$ cat src/rtl/systolic_pkg.sv
// Shared constants, state encoding and wavefront helper for the 4x4 systolic
// multiplier sequencer.
package systolic_pkg;

   localparam int DIM         = 4;
   localparam int FEED_CYCLES = 2 * DIM + 2;

   typedef enum logic [2:0] {
      IDLE  = 3'd0,
      CLEAR = 3'd1,
      FEED  = 3'd2,
      DRAIN = 3'd3,
      DONE  = 3'd4
   } seq_state_t;

   // Bit 2 flags that the lane sits inside its wavefront window at step t,
   // bits 1:0 give the element index (t - lane) to fetch for that lane.
   function automatic logic [2:0] skew_lookup(input logic [3:0] t, input logic [1:0] lane);
      logic [4:0] diff;
      diff = {1'b0, t} - {3'b000, lane};
      return {(diff < 5'(DIM)), diff[1:0]};
   endfunction

endpackage

$ cat src/rtl/sys_mat_buf.sv
// 4x4 operand register file with whole-row writes and a combinational skewed
// read: row-skewed for the left wavefront, column-skewed for the up wavefront.
module sys_mat_buf
   import systolic_pkg::*;
#(
   parameter int DATA_WIDTH = 32,
   parameter bit COL_SKEW   = 1'b0
) (
   input  logic                      clk_i,
   input  logic                      wr_en_i,
   input  logic [1:0]                wr_row_i,
   input  logic [DIM*DATA_WIDTH-1:0] wr_data_i,
   input  logic [3:0]                t_i,
   output logic [DIM*DATA_WIDTH-1:0] rd_data_o
);

   logic [DATA_WIDTH-1:0] mem [DIM][DIM];

   // Contents are deliberately not reset; software must load both matrices.
   always_ff @(posedge clk_i) begin
      if (wr_en_i) begin
         for (int c = 0; c < DIM; c++) begin
            mem[wr_row_i][c] <= wr_data_i[c*DATA_WIDTH +: DATA_WIDTH];
         end
      end
   end

   for (genvar k = 0; k < DIM; k++) begin : g_lane
      logic [2:0] sel;
      assign sel = skew_lookup(t_i, 2'(k));

      if (COL_SKEW) begin : g_col
         assign rd_data_o[k*DATA_WIDTH +: DATA_WIDTH] = sel[2] ? mem[sel[1:0]][k] : '0;
      end else begin : g_row
         assign rd_data_o[k*DATA_WIDTH +: DATA_WIDTH] = sel[2] ? mem[k][sel[1:0]] : '0;
      end
   end

endmodule

$ cat src/rtl/systolic_seq_ctrl.sv
// Sequencer for the 4x4 output-stationary systolic array: buffers A and B,
// clears the accumulators, feeds skewed wavefronts and signals completion.
module systolic_seq_ctrl
   import systolic_pkg::*;
#(
   parameter int DATA_WIDTH   = 32,
   parameter int DRAIN_CYCLES = 1
) (
   input  logic                      clk_i,
   input  logic                      rst_i,
   input  logic                      wr_en_i,
   input  logic                      wr_sel_i,
   input  logic [1:0]                wr_row_i,
   input  logic [DIM*DATA_WIDTH-1:0] wr_data_i,
   input  logic                      start_i,
   output logic                      busy_o,
   output logic                      done_o,
   output logic                      array_rst_no,
   output logic [DIM*DATA_WIDTH-1:0] left_o,
   output logic [DIM*DATA_WIDTH-1:0] up_o
);

   seq_state_t                state;
   logic [3:0]                cnt;
   logic                      wr_ok;
   logic [DIM*DATA_WIDTH-1:0] a_rd;
   logic [DIM*DATA_WIDTH-1:0] b_rd;

   assign wr_ok = wr_en_i & ~busy_o;

   sys_mat_buf #(
      .DATA_WIDTH (DATA_WIDTH),
      .COL_SKEW   (1'b0)
   ) u_buf_a (
      .clk_i     (clk_i),
      .wr_en_i   (wr_ok & ~wr_sel_i),
      .wr_row_i  (wr_row_i),
      .wr_data_i (wr_data_i),
      .t_i       (cnt),
      .rd_data_o (a_rd)
   );

   sys_mat_buf #(
      .DATA_WIDTH (DATA_WIDTH),
      .COL_SKEW   (1'b1)
   ) u_buf_b (
      .clk_i     (clk_i),
      .wr_en_i   (wr_ok & wr_sel_i),
      .wr_row_i  (wr_row_i),
      .wr_data_i (wr_data_i),
      .t_i       (cnt),
      .rd_data_o (b_rd)
   );

   // Outputs are registered from the current state, so each phase shows up on
   // the pins one cycle after its state is entered; busy_o alone is set at the
   // accepting edge. A start seen during the done pulse is dropped on purpose.
   always_ff @(posedge clk_i or posedge rst_i) begin
      if (rst_i) begin
         state        <= IDLE;
         cnt          <= '0;
         busy_o       <= 1'b0;
         done_o       <= 1'b0;
         array_rst_no <= 1'b0;
         left_o       <= '0;
         up_o         <= '0;
      end else begin
         done_o <= 1'b0;
         left_o <= '0;
         up_o   <= '0;
         case (state)
            IDLE: begin
               array_rst_no <= 1'b1;
               if (start_i && !busy_o && !done_o) begin
                  busy_o <= 1'b1;
                  state  <= CLEAR;
               end
            end
            CLEAR: begin
               array_rst_no <= 1'b0;
               cnt          <= '0;
               state        <= FEED;
            end
            FEED: begin
               array_rst_no <= 1'b1;
               left_o       <= a_rd;
               up_o         <= b_rd;
               if (cnt == 4'(FEED_CYCLES - 1)) begin
                  cnt   <= '0;
                  state <= DRAIN;
               end else begin
                  cnt <= cnt + 4'd1;
               end
            end
            DRAIN: begin
               if (cnt == 4'(DRAIN_CYCLES - 1)) begin
                  cnt   <= '0;
                  state <= DONE;
               end else begin
                  cnt <= cnt + 4'd1;
               end
            end
            DONE: begin
               done_o <= 1'b1;
               busy_o <= 1'b0;
               state  <= IDLE;
            end
            default: state <= IDLE;
         endcase
      end
   end

endmodule
$ cat config.mk
export PLATFORM = sky130hd
export DESIGN_NAME = systolic_seq_ctrl
export DESIGN_NICKNAME = d
export VERILOG_FILES = /design/src/rtl/systolic_pkg.sv /design/src/rtl/sys_mat_buf.sv /design/src/rtl/systolic_seq_ctrl.sv
export SDC_FILE = /design/constraint.sdc
export NUM_CORES = 1
export LEC_CHECK = 0
export CORE_MARGIN = 1.5
export CORE_UTILIZATION = 55
export CTS_BUF_LIST = sky130_fd_sc_hd__clkbuf_16
export CTS_CLUSTER_SIZE = 24
export DETAILED_ROUTE_END_ITERATION = 7
export GPL_ROUTABILITY_DRIVEN = 0
export PLACE_DENSITY = 0.86
export SLEW_MARGIN = 0
export SYNTH_ARGS = -nofsm -noshare
export SYNTH_HDL_FRONTEND = slang
export SYNTH_HIERARCHICAL = 1
export SYNTH_SLANG_ARGS = --single-unit
$ cat constraint.sdc
create_clock -name clk_i -period 13.1 [get_ports clk_i]
set_clock_uncertainty 0.1 [all_clocks]
set_input_delay 3.93 -clock clk_i [delete_from_list [all_inputs] [get_ports clk_i]]
set_output_delay 3.93 -clock clk_i [all_outputs]
set_load 0.005 [all_outputs]
[Word level (Yosys, flattened, before mapping)]
Memories as Yosys holds them, arrays and structs flattened.
Index checks and enable logic that the tools add are counted.
Word-level totals
  output and inout bits: 259
  memories kept: 2
  register bits after elaboration: 266
  memory bits (writable): 1024
Memory list
  u_buf_a.mem: depth 4, width 128, read ports 4, clocked after memory_dff 0, write ports 1, line sys_mat_buf.sv:17  | logic [DATA_WIDTH-1:0] mem [DIM][DIM];
  u_buf_b.mem: depth 4, width 128, read ports 4, clocked after memory_dff 0, write ports 1, line sys_mat_buf.sv:17
Operators by class
  order comparisons: 8
  muxes and demuxes: 37
  reductions and logical operators: 12
  bitwise gates (word level): 9
  eq/ne operators: 8
  add/subtract/negate cells: 4
Operators by type and width (count)
  32-bit two-way mux: 16
  32-bit binary-select mux with 2-bit select: 4
  128-bit two-way mux: 2
  5-bit by 3-bit < comparator with 1-bit output (second input constant): 3
  3-bit >= comparator (second input constant): 4
  2-bit NOT with 3-bit output: 4
  3-bit case mux with 4 select lines: 1
  4-bit case mux with 3 select lines: 1
  4-bit by 2-bit subtractor with 5-bit output (second input constant): 2
  3-bit two-way mux: 3
  4-bit two-way mux: 2
  3-bit by 2-bit == test with 1-bit output (second input constant): 2
  1-bit two-way mux: 6
  2-bit inequality test (second input constant): 3
  4-bit by 1-bit subtractor with 5-bit output (second input constant): 1
  4-bit by 1-bit adder with 4-bit output (second input constant): 1
  4-bit == test (second input constant): 1
  4-bit zero test: 1
  4-bit by 3-bit < comparator with 1-bit output (second input constant): 1
  1-bit case mux with 2 select lines: 2
  2-bit nonzero test: 2
  1-bit AND: 3
  3-bit by 1-bit == test with 1-bit output (second input constant): 1
  3-bit == test (second input constant): 1
  other kinds (8): 11

[Depth between registers and ports, before layout]
  depth after elaboration: 7
  gate-level depth with buffers: 10
  mapped depth without buffers: 6

[By module]
The synthesis kept the hierarchy.
By module, submodules not included
  sys_mat_buf at u_buf_b: cells an instance 842, area each 19746.4 µm², instances 1, seq. area each 15374.7 µm²
  sys_mat_buf at u_buf_a: cells an instance 842, area each 19740.2 µm², instances 1, seq. area each 15374.7 µm²
  systolic_seq_ctrl: cells an instance 592, area each 8680.8 µm², instances 1, seq. area each 6656.4 µm²

[Worst setup path before layout]
OpenSTA, ideal clock, no wires.
  kind: input -> register
  from: input wr_sel_i
  to: memory u_buf_a/mem[0][0] in the netlist's numbering (enable)
  buffers on the path: 0
  setup slack: -1.309 ns
  cell stages on the path: 2
  setup time: 0.801 ns
  required time: 12.199 ns
  data arrival time: 13.508 ns
  cell sequence: nor3b_1 nor3b_1
Between the ends
  longest elaborated chain between the ends: 4
RTL lines
  from (decl): line systolic_seq_ctrl.sv:12  | input logic wr_sel_i,
  1-bit NOT: line systolic_seq_ctrl.sv:36  | .wr_en_i (wr_ok & ~wr_sel_i),
  1-bit AND: line systolic_seq_ctrl.sv:36
  1-bit two-way mux: line sys_mat_buf.sv:21  | if (wr_en_i) begin
  1-bit two-way mux (implied by the code): line sys_mat_buf.sv:23  | mem[wr_row_i][c] <= wr_data_i[c*DATA_WIDTH +: DATA_WIDTH];
  to (decl): line sys_mat_buf.sv:17
No other way between the ends.

[Worst setup path in the final report]
  from: input wr_row_i[0]
  to: memory u_buf_b/mem[3][95] in the netlist's numbering (enable)
RTL lines
  from (decl): line systolic_seq_ctrl.sv:13  | input logic [1:0] wr_row_i,
  to (decl): line sys_mat_buf.sv:17
Straight into the memory's write port.

==> impl_results.md <==
- Status: completed
- Number of max-cap violations: 0
- Max Clock Freq: 0.145 GHz
- Clock sink count: 1290
- Starting Density: 55.5%
- Pwr dens: 202 mW/mm^2
- Setup crit start: wr_row_i[0]
- CP Capture Type: flop
- R2R depth: 5
- Share of cells above drive strength 1: 18.0%
- I/O Pins: 394
- Routed vias: 24500
- Hold Path Class: flop to flop
- Syn-to-layout area delta: 18.8%
- Post-Synthesis Cells: 2276
- Residual DRC: 0
- Worst-margin pin slew: 1.22 ns
- Final Hold Fails: 0
- Antenna violations before repair: 16
- # port buffers: 393
- Largest net degree at the start of global routing: 256
- Tot GR Track Use: 27.5%
- Cell area after layout: 0.0572 mm^2
- Hold_buf cts: 0
- Drt first-iter violations: 2827
- Slew Limit Fails: 0
- Flop2flop setup slack: 8.84 ns
- Clock Path Buffers: 3
- FF-to-FF End: up_o[41]
- Die Ht: 299 um
- Clock transition at path regs: 0.06 ns
- Core Area: 0.0868 mm^2
- TritonCTS clock tree: built
- Final Critical Period: 6.92 ns
- Final Util: 66.0%
- Mapped Avg Cell Area: 21.2 um^2
- R2r startpoint: cnt[0]
- Setup Buffers After CTS: 0
- First-pass GRT wire length: 177000 um
- Drt wl/cell: 30.8 um
- Cell Area, Synth: 0.0482 mm^2
- Global routing usage on met2: 43.8%
- Worst setup path end: u_buf_b/mem[3][95]
- CP required: 13.31 ns
- Setup-failing EPs final: 0
- VDD IR max: 0.237 mV
- WL final: 122000 um
- CTS Buf Count: 118
- Vias per Instance: 6.18
- Die area: 0.0894 mm^2
- Grt ovf: 0
- Slew HR: 18.3%
- Placed Area: 0.0533 mm^2
- Setup Crit Path Kind: primary input to flop
- Most frequent cells in the layout: edfxtp_1, clkdlybuf4s50_1, dfrtp_1
- Skew-Pair Late Insertion Delay: 0.70 ns
- Die W: 299 um
- DP HPWL: 68700 um
- GR Util met3: 6.71%
- CP startpoint kind: primary input
- DRT Pass-1 Iters: 5
- # rows: 108
- H-tree depth: 3
- Register area share after synthesis: 77.7%
- Non-Filler Instances: 3960
- Antenna viol nets, final: 0
- Area of the multi-input gates: 0.0101 mm^2
- Most common cell after layout, fill and taps aside: edfxtp_1
- Library cells used by synthesis: 37
- Post-route setup TNS: 0 ns
- CP Max Fanout: 56
- Fill count: 5221
- Root Buffer: clkbuf_16
- Register bit total from synthesis: 1290
- Placed Cells: 3727
- Global routing usage on met1: 37.2%
- Synth Net Count: 2424
- Vias in the first global route: 25400
- Pleak: 20.0 nW
- Sequential cell area: 0.0374 mm^2
- CP arrival: 7.13 ns
- Final Cycle Share: 52.8%
- CTS resizes: 0
- Synthesis Warnings: 6
- Nets: 2840
- Gr busiest metal: met2
- RSZ-0062 raised after global routing: false
[metrics by stage]
step           setup slack, ns  total power, mW  hold WS, ns
6_report                  6.18             11.6        0.468
5_1_grt                   6.16             11.9        0.498
4_1_cts                   6.25             11.6        0.478
3_5_place_dp              5.60             8.10        0.462
3_3_place_gp              5.69             8.02        0.409
2_1_floorplan             1.74             6.82        0.400
[power by group]
group | internal [mW] | leakage (nW) | switching (mW)
Combinational | 1.45 | 5.13 | 1.83
Clock | 1.95 | 2.03 | 1.51
Sequential | 4.67 | 12.9 | 0.157
Total | 8.07 | 20.0 | 3.50
[kinds of logic (layout without fill, tap and decap cells)]
| family | Yosys count | count (layout) | share of synthesized area [%] |
|---|---|---|---|
| flops | 1290 | 1290 | 77.7 |
| simple gates | 488 | 488 | 6.95 |
| mux | 256 | 256 | 12.0 |
| buf+inv | 139 | 661 | 1.65 |
| compound gates | 85 | 85 | 1.35 |
| fa+ha+maj | 13 | 13 | 0.338 |
| xor+xnor | 5 | 5 | 0.0909 |
| other cells | 0 | 7 | 0 |
[cell usage after synthesis]
cell type / n / share of area (%)
clkbuf_1: 42 / 0.33
edfxtp_1: 1024 / 64
o21ai_0: 5 / 0.052
mux4_2: 256 / 12
and2_1: 258 / 3.4
and3_1: 3 / 0.039
nor2b_1: 65 / 0.84
a21boi_2: 2 / 0.047
and3b_1: 68 / 1.2
o41ai_1: 1 / 0.018
nand2_1: 8 / 0.062
o211ai_2: 2 / 0.052
buf_2: 29 / 0.30
a41oi_1: 1 / 0.018
or3_1: 2 / 0.026
nand3b_1: 4 / 0.062
nor3b_4: 1 / 0.039
a31oi_1: 3 / 0.039
inv_1: 11 / 0.086
nor2_1: 5 / 0.039
nand3_1: 2 / 0.021
clkbuf_2: 21 / 0.22
or2_2: 4 / 0.052
buf_4: 12 / 0.19
buf_1: 2 / 0.016
nor3b_2: 11 / 0.29
xnor2_1: 1 / 0.018
o2bb2ai_2: 1 / 0.031
o21a_1: 2 / 0.031
nor3b_1: 57 / 0.89
xor2_1: 4 / 0.073
a21boi_1: 26 / 0.41
a21boi_0: 40 / 0.62
ha_1: 13 / 0.34
o21bai_1: 2 / 0.031
buf_6: 22 / 0.51
dfrtp_1: 266 / 14
[flip-flops by register name, indices dropped and copies added (netlist names)]
signal        flops
state             3
cnt               4
busy_o            1
array_rst_no      1
u_buf_a/mem     512
left_o          128
done_o            1
u_buf_b/mem     512
up_o            128
[per-layer routing]
layer  share of wire (%)  up-vias  wire length (um)
li1                    -     9729                 -
met1                  37    12800             45000
met2                  49     1661             59700
met3                  11      261             12900
met4                 3.6       12              4340
met5               0.060        -                73
[worst min-delay path by stage]
stage                      start      endpoint  slack [ns]  depth (start not counted)
global placement    array_rst_no  array_rst_no        0.41                          2
floorplan           array_rst_no  array_rst_no        0.40                          2
CTS                 array_rst_no  array_rst_no        0.48                          2
global route        array_rst_no  array_rst_no        0.50                          2
detailed placement  array_rst_no  array_rst_no        0.46                          2
finish              array_rst_no  array_rst_no        0.47                          2
[cell type report]
type | instances | share of cell area, %
Sequential cell | 1290 | 65.4
Multi-Input combinational cell | 847 | 17.7
Timing Repair Buffer | 424 | 7.37
Clock buffer | 122 | 5.33
Tap cell | 1155 | 2.53
Clock inverter | 104 | 1.54
Inverter | 11 | 0.0853
Antenna cell | 7 | 0.0306
[critical path, stage by stage]
cell and delay (ns):
clkdlybuf4s50_1 0.83, and3_4 0.57, buf_4 0.82, buf_4 0.77
Note: power is estimated with default switching activity, not from simulation.
